--- src/rtl/core_pkg.sv ---
// Shared decode-stage definitions: immediate extension modes and instruction field positions.
package core_pkg;

  typedef enum logic [2:0] {
    EXT_B  = 3'd0,
    EXT_CB = 3'd1,
    EXT_D  = 3'd2,
    EXT_I  = 3'd3,
    EXT_IW = 3'd4
  } ext_mode_t;

  localparam int unsigned B_MSB  = 25;
  localparam int unsigned CB_MSB = 23;
  localparam int unsigned CB_LSB = 5;
  localparam int unsigned D_MSB  = 20;
  localparam int unsigned D_LSB  = 12;
  localparam int unsigned I_MSB  = 21;
  localparam int unsigned I_LSB  = 10;
  localparam int unsigned IW_MSB = 20;
  localparam int unsigned IW_LSB = 5;
  localparam int unsigned HW_MSB = 22;
  localparam int unsigned HW_LSB = 21;

  localparam int unsigned B_W  = B_MSB + 1;
  localparam int unsigned CB_W = CB_MSB - CB_LSB + 1;
  localparam int unsigned D_W  = D_MSB - D_LSB + 1;
  localparam int unsigned I_W  = I_MSB - I_LSB + 1;
  localparam int unsigned IW_W = IW_MSB - IW_LSB + 1;

  localparam int unsigned WIDE_W = 64;

endpackage

--- src/rtl/imm_ext_pipe_if.sv ---
// Handshake bundle between decode, the immediate unit and register read.
interface imm_ext_pipe_if #(
  parameter int unsigned OUT_W = 64
);
  logic             flush;
  logic             in_valid;
  logic             in_ready;
  logic [31:0]      in_instr;
  logic [2:0]       in_mode;
  logic             out_valid;
  logic             out_ready;
  logic [OUT_W-1:0] out_imm;
  logic             out_err;

  modport master (
    output flush, in_valid, in_instr, in_mode, out_ready,
    input  in_ready, out_valid, out_imm, out_err
  );

  modport slave (
    input  flush, in_valid, in_instr, in_mode, out_ready,
    output in_ready, out_valid, out_imm, out_err
  );
endinterface

--- src/rtl/imm_ext_pipe_comb.sv ---
// Combinational immediate field select, sign/zero extension and scaling.
module imm_ext_comb
  import core_pkg::*;
#(
  parameter int unsigned OUT_W    = 64,
  parameter bit          SHIFT_BR = 1'b1
) (
  input  logic [31:0]      instr_i,
  input  logic [2:0]       mode_i,
  output logic [OUT_W-1:0] imm_o,
  output logic             err_o
);

  logic [WIDE_W-1:0] wide;

  always_comb begin
    wide  = '0;
    err_o = 1'b0;
    case (mode_i)
      EXT_B: begin
        wide = {{(WIDE_W-B_W){instr_i[B_MSB]}}, instr_i[B_MSB:0]};
        if (SHIFT_BR) wide = {wide[WIDE_W-3:0], 2'b00};
      end
      EXT_CB: begin
        wide = {{(WIDE_W-CB_W){instr_i[CB_MSB]}}, instr_i[CB_MSB:CB_LSB]};
        if (SHIFT_BR) wide = {wide[WIDE_W-3:0], 2'b00};
      end
      EXT_D:  wide = {{(WIDE_W-D_W){instr_i[D_MSB]}}, instr_i[D_MSB:D_LSB]};
      EXT_I:  wide = {{(WIDE_W-I_W){1'b0}}, instr_i[I_MSB:I_LSB]};
      // Halfword position selects a 0/16/32/48-bit shift.
      EXT_IW: wide = {{(WIDE_W-IW_W){1'b0}}, instr_i[IW_MSB:IW_LSB]}
                     << {instr_i[HW_MSB:HW_LSB], 4'b0000};
      default: err_o = 1'b1;
    endcase
  end

  assign imm_o = wide[OUT_W-1:0];

  logic unused_instr;
  assign unused_instr = ^instr_i[31:26];

  if (OUT_W < WIDE_W) begin : g_trunc
    logic unused_hi;
    assign unused_hi = ^wide[WIDE_W-1:OUT_W];
  end

endmodule

--- src/rtl/imm_ext_pipe.sv ---
// Registered immediate extraction with a 2-entry skid buffer and flush.
module imm_ext_pipe
  import core_pkg::*;
#(
  parameter int unsigned OUT_W    = 64,
  parameter bit          SHIFT_BR = 1'b1
) (
  input logic           clk,
  input logic           reset_n,
  imm_ext_pipe_if.slave bus
);

  logic [OUT_W-1:0] new_imm;
  logic             new_err;

  imm_ext_comb #(
    .OUT_W    (OUT_W),
    .SHIFT_BR (SHIFT_BR)
  ) u_comb (
    .instr_i (bus.in_instr),
    .mode_i  (bus.in_mode),
    .imm_o   (new_imm),
    .err_o   (new_err)
  );

  logic [1:0]       count_q, count_d;
  logic [OUT_W-1:0] imm_q [2];
  logic [OUT_W-1:0] imm_d [2];
  logic [1:0]       err_q, err_d;
  logic             push, pop;
  logic [1:0]       wr_pos;

  assign bus.in_ready  = (count_q < 2'd2) && reset_n && !bus.flush;
  assign bus.out_valid = (count_q != 2'd0);
  assign bus.out_imm   = imm_q[0];
  assign bus.out_err   = err_q[0];

  assign push   = bus.in_valid && bus.in_ready;
  assign pop    = bus.out_valid && bus.out_ready;
  // Slot the new entry lands in once any same-cycle pop has shifted the buffer.
  assign wr_pos = count_q - {1'b0, pop};

  always_comb begin
    count_d = count_q;
    imm_d   = imm_q;
    err_d   = err_q;
    if (bus.flush) begin
      count_d = 2'd0;
    end else begin
      if (pop) begin
        imm_d[0] = imm_q[1];
        err_d[0] = err_q[1];
      end
      if (push) begin
        imm_d[wr_pos[0]] = new_imm;
        err_d[wr_pos[0]] = new_err;
      end
      count_d = count_q + {1'b0, push} - {1'b0, pop};
    end
  end

  always_ff @(posedge clk or negedge reset_n) begin
    if (!reset_n) begin
      count_q  <= 2'd0;
      imm_q[0] <= '0;
      imm_q[1] <= '0;
      err_q    <= 2'b00;
    end else begin
      count_q <= count_d;
      imm_q   <= imm_d;
      err_q   <= err_d;
    end
  end

endmodule

--- src/flat_wrapper.sv ---
// flat-port wrapper written by rule: the top's interface ports become plain ports
module imm_ext_pipe_flat import core_pkg::*;
#(
  parameter int unsigned OUT_W    = 64,
  parameter bit          SHIFT_BR = 1'b1
)
  (clk, reset_n, bus_flush, bus_in_valid, bus_in_instr, bus_in_mode, bus_out_ready, bus_in_ready, bus_out_valid, bus_out_imm, bus_out_err);
  imm_ext_pipe_if #(.OUT_W(OUT_W)) bus_i ();
  input logic clk;
  input logic reset_n;
  input wire logic [$bits(bus_i.flush)-1:0] bus_flush;
  input wire logic [$bits(bus_i.in_valid)-1:0] bus_in_valid;
  input wire logic [$bits(bus_i.in_instr)-1:0] bus_in_instr;
  input wire logic [$bits(bus_i.in_mode)-1:0] bus_in_mode;
  input wire logic [$bits(bus_i.out_ready)-1:0] bus_out_ready;
  output wire logic [$bits(bus_i.in_ready)-1:0] bus_in_ready;
  output wire logic [$bits(bus_i.out_valid)-1:0] bus_out_valid;
  output wire logic [$bits(bus_i.out_imm)-1:0] bus_out_imm;
  output wire logic [$bits(bus_i.out_err)-1:0] bus_out_err;
  assign bus_i.flush = bus_flush;
  assign bus_i.in_valid = bus_in_valid;
  assign bus_i.in_instr = bus_in_instr;
  assign bus_i.in_mode = bus_in_mode;
  assign bus_i.out_ready = bus_out_ready;
  assign bus_in_ready = bus_i.in_ready;
  assign bus_out_valid = bus_i.out_valid;
  assign bus_out_imm = bus_i.out_imm;
  assign bus_out_err = bus_i.out_err;
  imm_ext_pipe #(.OUT_W(OUT_W), .SHIFT_BR(SHIFT_BR)) u_core (.clk(clk), .reset_n(reset_n), .bus(bus_i));
endmodule
--- config.mk ---
export PLATFORM = sky130hd
export DESIGN_NAME = imm_ext_pipe_flat
export DESIGN_NICKNAME = d
export VERILOG_FILES = /design/src/rtl/core_pkg.sv /design/src/rtl/imm_ext_pipe_if.sv /design/src/rtl/imm_ext_pipe_comb.sv /design/src/rtl/imm_ext_pipe.sv /design/src/flat_wrapper.sv
export SDC_FILE = /design/constraint.sdc
export NUM_CORES = 1
export LEC_CHECK = 0
export BUFFER_PORTS_ARGS = -buffer_cell sky130_fd_sc_hd__buf_2
export CORE_ASPECT_RATIO = 1.1
export CORE_MARGIN = 2
export CORE_UTILIZATION = 52
export CTS_CLUSTER_SIZE = 16
export DETAILED_ROUTE_END_ITERATION = 10
export PLACE_DENSITY = 0.76
export SLEW_MARGIN = 15
export SYNTH_ARGS = -nofsm -noshare
export SYNTH_HDL_FRONTEND = slang
export SYNTH_HIERARCHICAL = 1
export SYNTH_SLANG_ARGS = --single-unit
--- constraint.sdc ---
create_clock -name clk -period 1.7 [get_ports clk]
set_input_delay 0.085 -clock clk [delete_from_list [all_inputs] [get_ports clk]]
set_output_delay 0.085 -clock clk [all_outputs]
set_load 0.005 [all_outputs]
==> flow_summary.yaml, run 1 <==
outcome:
  run_status: "complete, but fails checks"
  violations: "negative setup slack"
placement:
  post_dp_cell_area_um2: 7659
  hpwl_mm: 11.85
  place_congestion: 0.9263
  io_buffer_count: 100
cts:
  clock-sinks: 132
  cts_root_buf: "clkbuf_16"
  path_clk_slew_ns: 0.06
  htree_num_levels: 4
  numCtsBuffers: 17
  cts_tree: "yes"
  clock_latency_ns: 0.42
  ctsLongestPathBuffers: 2
timing:
  whs_ns: 0.08015
  relSlewSlack: 0.5071
  tightest_slew_ns: 0.7393
  rsz0062_at_grt: "yes"
  finalSetupViolations: 116
  finalCritPeriodShare: 1.040
  fin_crit_ns: 1.769
  hold_viol_final: 0
  fin_skew_ns: 0.009544
  slew_violations: 0
  fmax_mhz: 565.4
  setup_ws_ns: -0.06852
floorplan:
  io_pins: 107
  core_um2: 13910
  die_w_um: 118.0
  rows: 45
  die_h_um: 129.4
  start_util: 0.5345
  die_area_um2: 15270
power:
  leakage_nw: 4.690
  peakVddDrop_mv: 0.7218
  power.total_mw: 12.21
  powerDensity_nw_per_um2: 1396
cells_and_area:
  stdcell_area_um2: 8745
  final_nets: 680
  diodes: 0
  fillers: 1044
  drive_above_1_share: 0.4198
  area_delta_synth_final_pct: 17.64
drt:
  first_iter_violations: 591
  antenna_left: 0
  routedWlPerCell_um: 24.46
  drc_errors: 0
  vias: 5302
  drt_pass1_iterations: 5
  wl_mm: 20.45
  viasPerCell: 6.342
grt:
  grt_use_total: 0.2471
  grt_pass1_vias: 5171
  grt_pass1_wl_mm: 29.15
  grt_max_degree: 133
  overflow: 0
  antenna_found_initial: 0
synth:
  yosysUniqueCellTypes: 46
  synth_top_area_share: 0.4444
  synth_seq_cells: 132
  synth_top_cell_by_area: "dfrtp_1"
  syn_avg_cell_area_um2: 12.73
  syn-num-nets: 626
  ys_async_sr_fraction: 1.000
  yosys_warnings: 6
  syn_area_um2: 7433
  synth_area_leaders: "dfrtp_1, mux2_4, a221o_1"
  synth_edf_count: 0
  synth-seq-area-share: 0.4444
  syn_inst: 584
  synth_ff_type: "dfrtp_1"
worst_setup_path:
  cp_max_fo: 6
  crit_arrival_ns: 2.08
  critPathBufInv: 3
  cpPeakStageDelay_ns: 0.40
  timing.rr.end: "u_core/imm_q[46]$_DFFE_PN0P_"
  reg2regPathDepth: 6
  critPathCaptureType: "flop"
  cp-start-kind: "flop"
  crit_family: "simple AND/OR/NAND/NOR gates"
  cp_slowest_cell: "dfrtp_1"
  worstPathCellList: "and4bb_4 -> inv_4 -> nor2_4 -> clkbuf_16 -> buf_16 -> mux2_4"
  r2r-start: "u_core/count_q[1]$_DFF_PN0_"
  cp.required_ns: 2.01
  rrSetupSlack_ns: -0.07
  worstSetupPathType: "reg -> reg"
hold_path:
  min_to: "u_core/imm_q[26]$_DFFE_PN0P_"
  whs_path_depth: 3
  min-delay-start: "bus_in_instr[24]"
  worst_hold_path_type: "in -> reg"
job:
  drv_cap: 0
-- logic make-up (layout without fill, tap and decap cells) --
group                    count (synthesis)  after routing  share of synthesized area
AO/OA/AOI/OAI                          147            147                     0.1759
flip-flops                             132            132                     0.4444
buffers and inverters                  128            192                     0.1321
AND/OR/NAND/NOR                         96             96                    0.08669
multiplexers                            78             78                     0.1564
adder cells (fa/ha/maj)                  2              2                   0.003366
XOR/XNOR                                 1              1                   0.001178
-- layout make-up --
class	count	area (µm²)	share of cell area
clock buffers	21	470.5	0.05380
clock inverters	8	127.6	0.01459
inverters	8	32.53	0.003720
multi-input cells	324	3252	0.3719
flip-flops and latches	132	3303	0.3777
well taps	188	235.2	0.02690
repair buffers	155	1324	0.1514
-- worst max-delay path by stage --
stage | startpoint | cells after the start | endpoint
final | u_core/count_q[1]$_DFF_PN0_ | 6 | u_core/imm_q[46]$_DFFE_PN0P_
after CTS | u_core/count_q[1]$_DFF_PN0_ | 8 | u_core/count_q[1]$_DFF_PN0_
after floorplan | u_core/count_q[1]$_DFF_PN0_ | 8 | u_core/count_q[1]$_DFF_PN0_
after global routing | u_core/count_q[1]$_DFF_PN0_ | 6 | u_core/bus.out_imm[45]$_DFFE_PN0N_
after detailed placement | bus_in_mode[0] | 6 | u_core/bus.out_imm[3]$_DFFE_PN0N_
after global placement | bus_in_mode[0] | 6 | u_core/bus.out_imm[3]$_DFFE_PN0N_
-- metal layers --
| layer | GRT usage | share of wire | vias up |
|---|---|---|---|
| met2 | 0.3916 | 0.49 | 296 |
| li1 | - | - | 2276 |
| met1 | 0.3374 | 0.40 | 2701 |
| met5 | 0 | 0 | - |
| met4 | 0.08434 | 0.020 | 0 |
| met3 | 0.05898 | 0.087 | 29 |
-- cell usage in the layout (no fill, tap or decap), drive strengths merged, types with 3 or more instances in the layout --
master | synthesis | final
clkbuf | 18 | 31
and2 | 4 | 4
a21o | 37 | 37
mux4 | 9 | 9
and4 | 3 | 3
a22o | 13 | 13
mux2i | 4 | 4
a32o | 4 | 4
o21ai | 7 | 7
buf | 102 | 143
a211o | 6 | 6
and3 | 65 | 65
mux2 | 65 | 65
nor2 | 4 | 4
a21oi | 4 | 4
nand3b | 3 | 3
inv | 8 | 8
clkinvlp | 0 | 5
nand2b | 4 | 4
a221o | 72 | 72
bufinv | 0 | 3
dfrtp | 132 | 132
-- metrics by stage --
| stage | setup TNS [ns] | setup slack, ns | instances | util |
|---|---|---|---|---|
| after floorplan | -0.03046 | -0.03046 | 584 | - |
| after global placement | -0.1474 | -0.02426 | 788 | 0.5507 |
| after detailed placement | -1.694 | -0.06347 | 788 | 0.5507 |
| after CTS | -0.1929 | -0.03834 | 819 | 0.5986 |
| after global routing | -10.95 | -0.1199 | 836 | 0.6288 |
| final | -4.459 | -0.06852 | 836 | 0.6288 |
-- state kept, by name, summed over array words and instances (netlist names) --
name,count
u_core/count_q,2
u_core/imm_q,64
u_core/err_q,2
u_core/bus.out_imm,64
-- where the power goes --
part	internal, mW	leakage (nW)	total [mW]	switching [mW]
sequential	4.22	1.79	4.94	0.711
combinational	2.07	2.63	3.55	1.48
clock	2.39	0.275	3.73	1.33
-- repair_timing --
| action | in CTS | in global routing |
|---|---|---|
| resized for setup | 10 | 22 |
| pin swaps | 6 | 14 |
| setup buffers | 0 | 3 |
| hold buffers | 2 | 0 |
| gates cloned | 0 | 14 |
| endpoints found under the hold margin | 134 | 0 |
| endpoints found under the setup margin | 66 | 128 |
-- tightest hold or removal path: cells and delay by family --
| kind | cells | cell delay [ns] |
|---|---|---|
| multiplexers | 1 | 0.14 |
| AO/OA/AOI/OAI | 1 | 0.16 |
| buffers and inverters | 1 | 0.09 |
-- cell usage after synthesis, types with 2 or more instances --
cell / n
and3_1: 65
inv_2: 2
buf_12: 6
and4_1: 2
dfrtp_1: 132
a22o_1: 13
buf_2: 8
ha_1: 2
mux4_2: 9
and2_1: 4
mux2i_1: 4
nand2_1: 2
a32o_1: 4
nand3b_1: 3
a21oi_1: 4
mux2_4: 50
a211o_1: 6
a21o_1: 37
a221o_1: 72
nand2b_1: 4
buf_4: 71
o2bb2ai_1: 2
or2_1: 2
nor2_1: 2
o21ai_0: 5
mux2_2: 15
clkbuf_1: 18
buf_6: 17
inv_1: 6
Power figures use the tool's default switching activity.
==> inputs of run 2 (changes only) <==
- ABC_AREA: not set -> 1
- CORE_UTILIZATION: 52 -> 54
- PLACE_DENSITY: 0.76 -> 0.78
==> flow_summary.yaml, run 2 <==
synth:
  yosys_warnings: 6
  synth_area_leaders: "dfrtp_1, nand2_1, nand3_1"
  yosysUniqueCellTypes: 23
  syn_inst: 1456
  synthSimpleGateAreaFrac: 0.4081
  syn_area_um2: 9105
  synth.most_common_cell: "nand2_1"
  synth_edf_count: 0
  synth_seq_cells: 132
  synth_common_cells: "nand2_1, nand3_1, inv_1"
  synth_fa_ha_area_frac: 0.002748
  synth_xor_area_frac: 0.0009619
  syn_avg_cell_area_um2: 6.253
  synth_top_family_by_area: "simple AND/OR/NAND/NOR gates"
  syn-num-nets: 1498
  synth_ff_type: "dfrtp_1"
  synth-seq-area-share: 0.3628
  synthMuxAreaShare: 0
  synth_top_area_share: 0.3628
  synth-compound-area-share: 0.05126
  synth_top_cell_by_area: "dfrtp_1"
  ys_async_sr_fraction: 1.000
floorplan:
  die_h_um: 140.2
  start_util: 0.5541
  die_area_um2: 17920
  io_pins: 107
  die_w_um: 127.8
  core_um2: 16430
  rows: 49
cells_and_area:
  area_delta_synth_final_pct: 9.345
  seq_area_um2: 3304
  drive_above_1_share: 0.1266
  diodes: 0
  stdcell_count: 1665
  final_nets: 1491
  fillers: 1535
  layout_common_cells: "nand2_1, nand3_1, inv_1, dfrtp_1, nor2_1"
  multi_input_area_um2: 4250
  final_util: 0.6059
  layout_commonest_cell: "nand2_1"
timing:
  fmax_mhz: 616.2
  relSlewSlack: 0.4821
  finalCritPeriodShare: 0.9546
  fin_skew_ns: 0.003872
  tightest_slew_ns: 0.7768
  fin_crit_ns: 1.623
  slew_violations: 0
  hold_viol_final: 0
  whs_ns: 0.1148
  finalSetupViolations: 0
grt:
  grt_max_degree: 88
  grt_pass1_wl_mm: 40.90
  antenna_found_initial: 0
  overflow: 0
  grt_use_total: 0.2838
  grt_pass1_vias: 7995
power:
  peakVddDrop_mv: 0.6959
  leakage_nw: 5.684
  power.total_mw: 14.58
  powerDensity_nw_per_um2: 1464
worst_setup_path:
  cpPeakStageDelay_ns: 0.44
  cp_max_fo: 14
  cp-start-kind: "flop"
  worstSetupPathType: "reg -> reg"
  critPathCaptureType: "flop"
  worstPathCellList: "inv_2 -> nand4_1 -> buf_4 -> nor2_4 -> buf_6 -> clkbuf_16 -> nand2_1 -> nand3_1 -> nand2_1"
  cp.required_ns: 2.01
  worstSetupPathDepth: 9
  crit_family: "buffers and inverters"
  critPathBufInv: 4
  reg2regPathDepth: 9
  cp_slowest_cell: "dfrtp_2"
  crit_arrival_ns: 1.94
  cpMostUsedCell: "nand2_1"
cts:
  path_clk_slew_ns: 0.06
  htree_num_levels: 4
  clock-sinks: 132
  numCtsBuffers: 17
  cts_root_buf: "clkbuf_16"
  clock_latency_ns: 0.43
  cts_tree: "yes"
  ctsLongestPathBuffers: 2
drt:
  wl_mm: 25.25
  vias: 8933
  drt_pass1_iterations: 6
  viasPerCell: 5.365
  first_iter_violations: 819
  antenna_left: 0
  routedWlPerCell_um: 15.17
  drc_errors: 0
placement:
  dp_cells: 1627
  place_congestion: 0.9545
  hpwl_mm: 15.48
  io_buffer_count: 100
hold_path:
  whs_path_depth: 5
  worst_hold_path_type: "in -> reg"
outcome:
  run_status: "completed"
job:
  drv_cap: 0
-- run 2: path summary, 6_finish.rpt --
path                                              startpoint                                  to  slack [ns]
worst max-delay path             u_core/count_q[1]$_DFF_PN0_  u_core/bus.out_imm[29]$_DFFE_PN0N_        0.08
max in group asynchronous                            reset_n         u_core/count_q[1]$_DFF_PN0_        0.91
worst min register to register  u_core/imm_q[26]$_DFFE_PN0P_        u_core/imm_q[26]$_DFFE_PN0P_        0.49
min in group asynchronous                            reset_n         u_core/err_q[1]$_DFFE_PN0P_        0.28
worst min-delay path                        bus_in_instr[24]        u_core/imm_q[26]$_DFFE_PN0P_        0.11
worst max register to register   u_core/count_q[1]$_DFF_PN0_  u_core/bus.out_imm[29]$_DFFE_PN0N_        0.08
-- run 2: area by class of cell --
type,count,area share
inverter,161,0.06070
clock buffer,22,0.04562
clock inverter,9,0.01068
multi-input combinational,997,0.4269
timing repair buffer,140,0.09853
tap,204,0.02564
sequential,132,0.3319
-- run 2: routing by layer --
metal | vias up | part of all wire | wire length, µm | track usage
met2 | 352 | 0.46 | 11590 | 0.4326
met1 | 4147 | 0.45 | 11320 | 0.4084
li1 | 4394 | - | - | -
met4 | 0 | 0.019 | 483 | 0.09717
met3 | 40 | 0.074 | 1858 | 0.05042
met5 | - | 0 | 0 | 0
-- run 2: power breakdown --
group,internal [mW],switching [mW]
Combinational,2.22,3.30
Sequential,4.54,0.961
Clock,2.18,1.37
Total,8.95,5.63
-- run 2: repair_timing --
action | 4_1_cts | 5_1_grt
cloned | 0 | 3
hold buffers | 1 | 0
pin swaps | 1 | 2
setup buffers | 1 | 2
setup endpoints to repair | 3 | 56
resized for setup | 1 | 5
hold endpoints to repair | 132 | 0
-- run 2: tightest hold or removal path, delay by kind of cell --
| kind | cells | cell delay (ns) |
|---|---|---|
| AO/OA/AOI/OAI | 2 | 0.21 |
| AND/OR/NAND/NOR | 1 | 0.06 |
| buffers and inverters | 2 | 0.15 |
-- run 2: stage by stage --
step / setup slack [ns] / setup TNS (ns) / instance area (µm²)
finish: 0.07721 / 0 / 9956
global route: -0.004392 / -0.004392 / 9956
CTS: 0.03775 / 0 / 9868
detailed placement: 0.05789 / 0 / 9286
global placement: 0.1105 / 0 / 9286
floorplan: 0.02062 / 0 / 9111
-- run 2: cells by family after synthesis --
group | after synthesis
and+or+nand+nor | 903
buffers and inverters | 327
DFF | 132
AOI/OAI and AO/OA | 91
adders and majority gates | 2
xor gates and xnor gates | 1
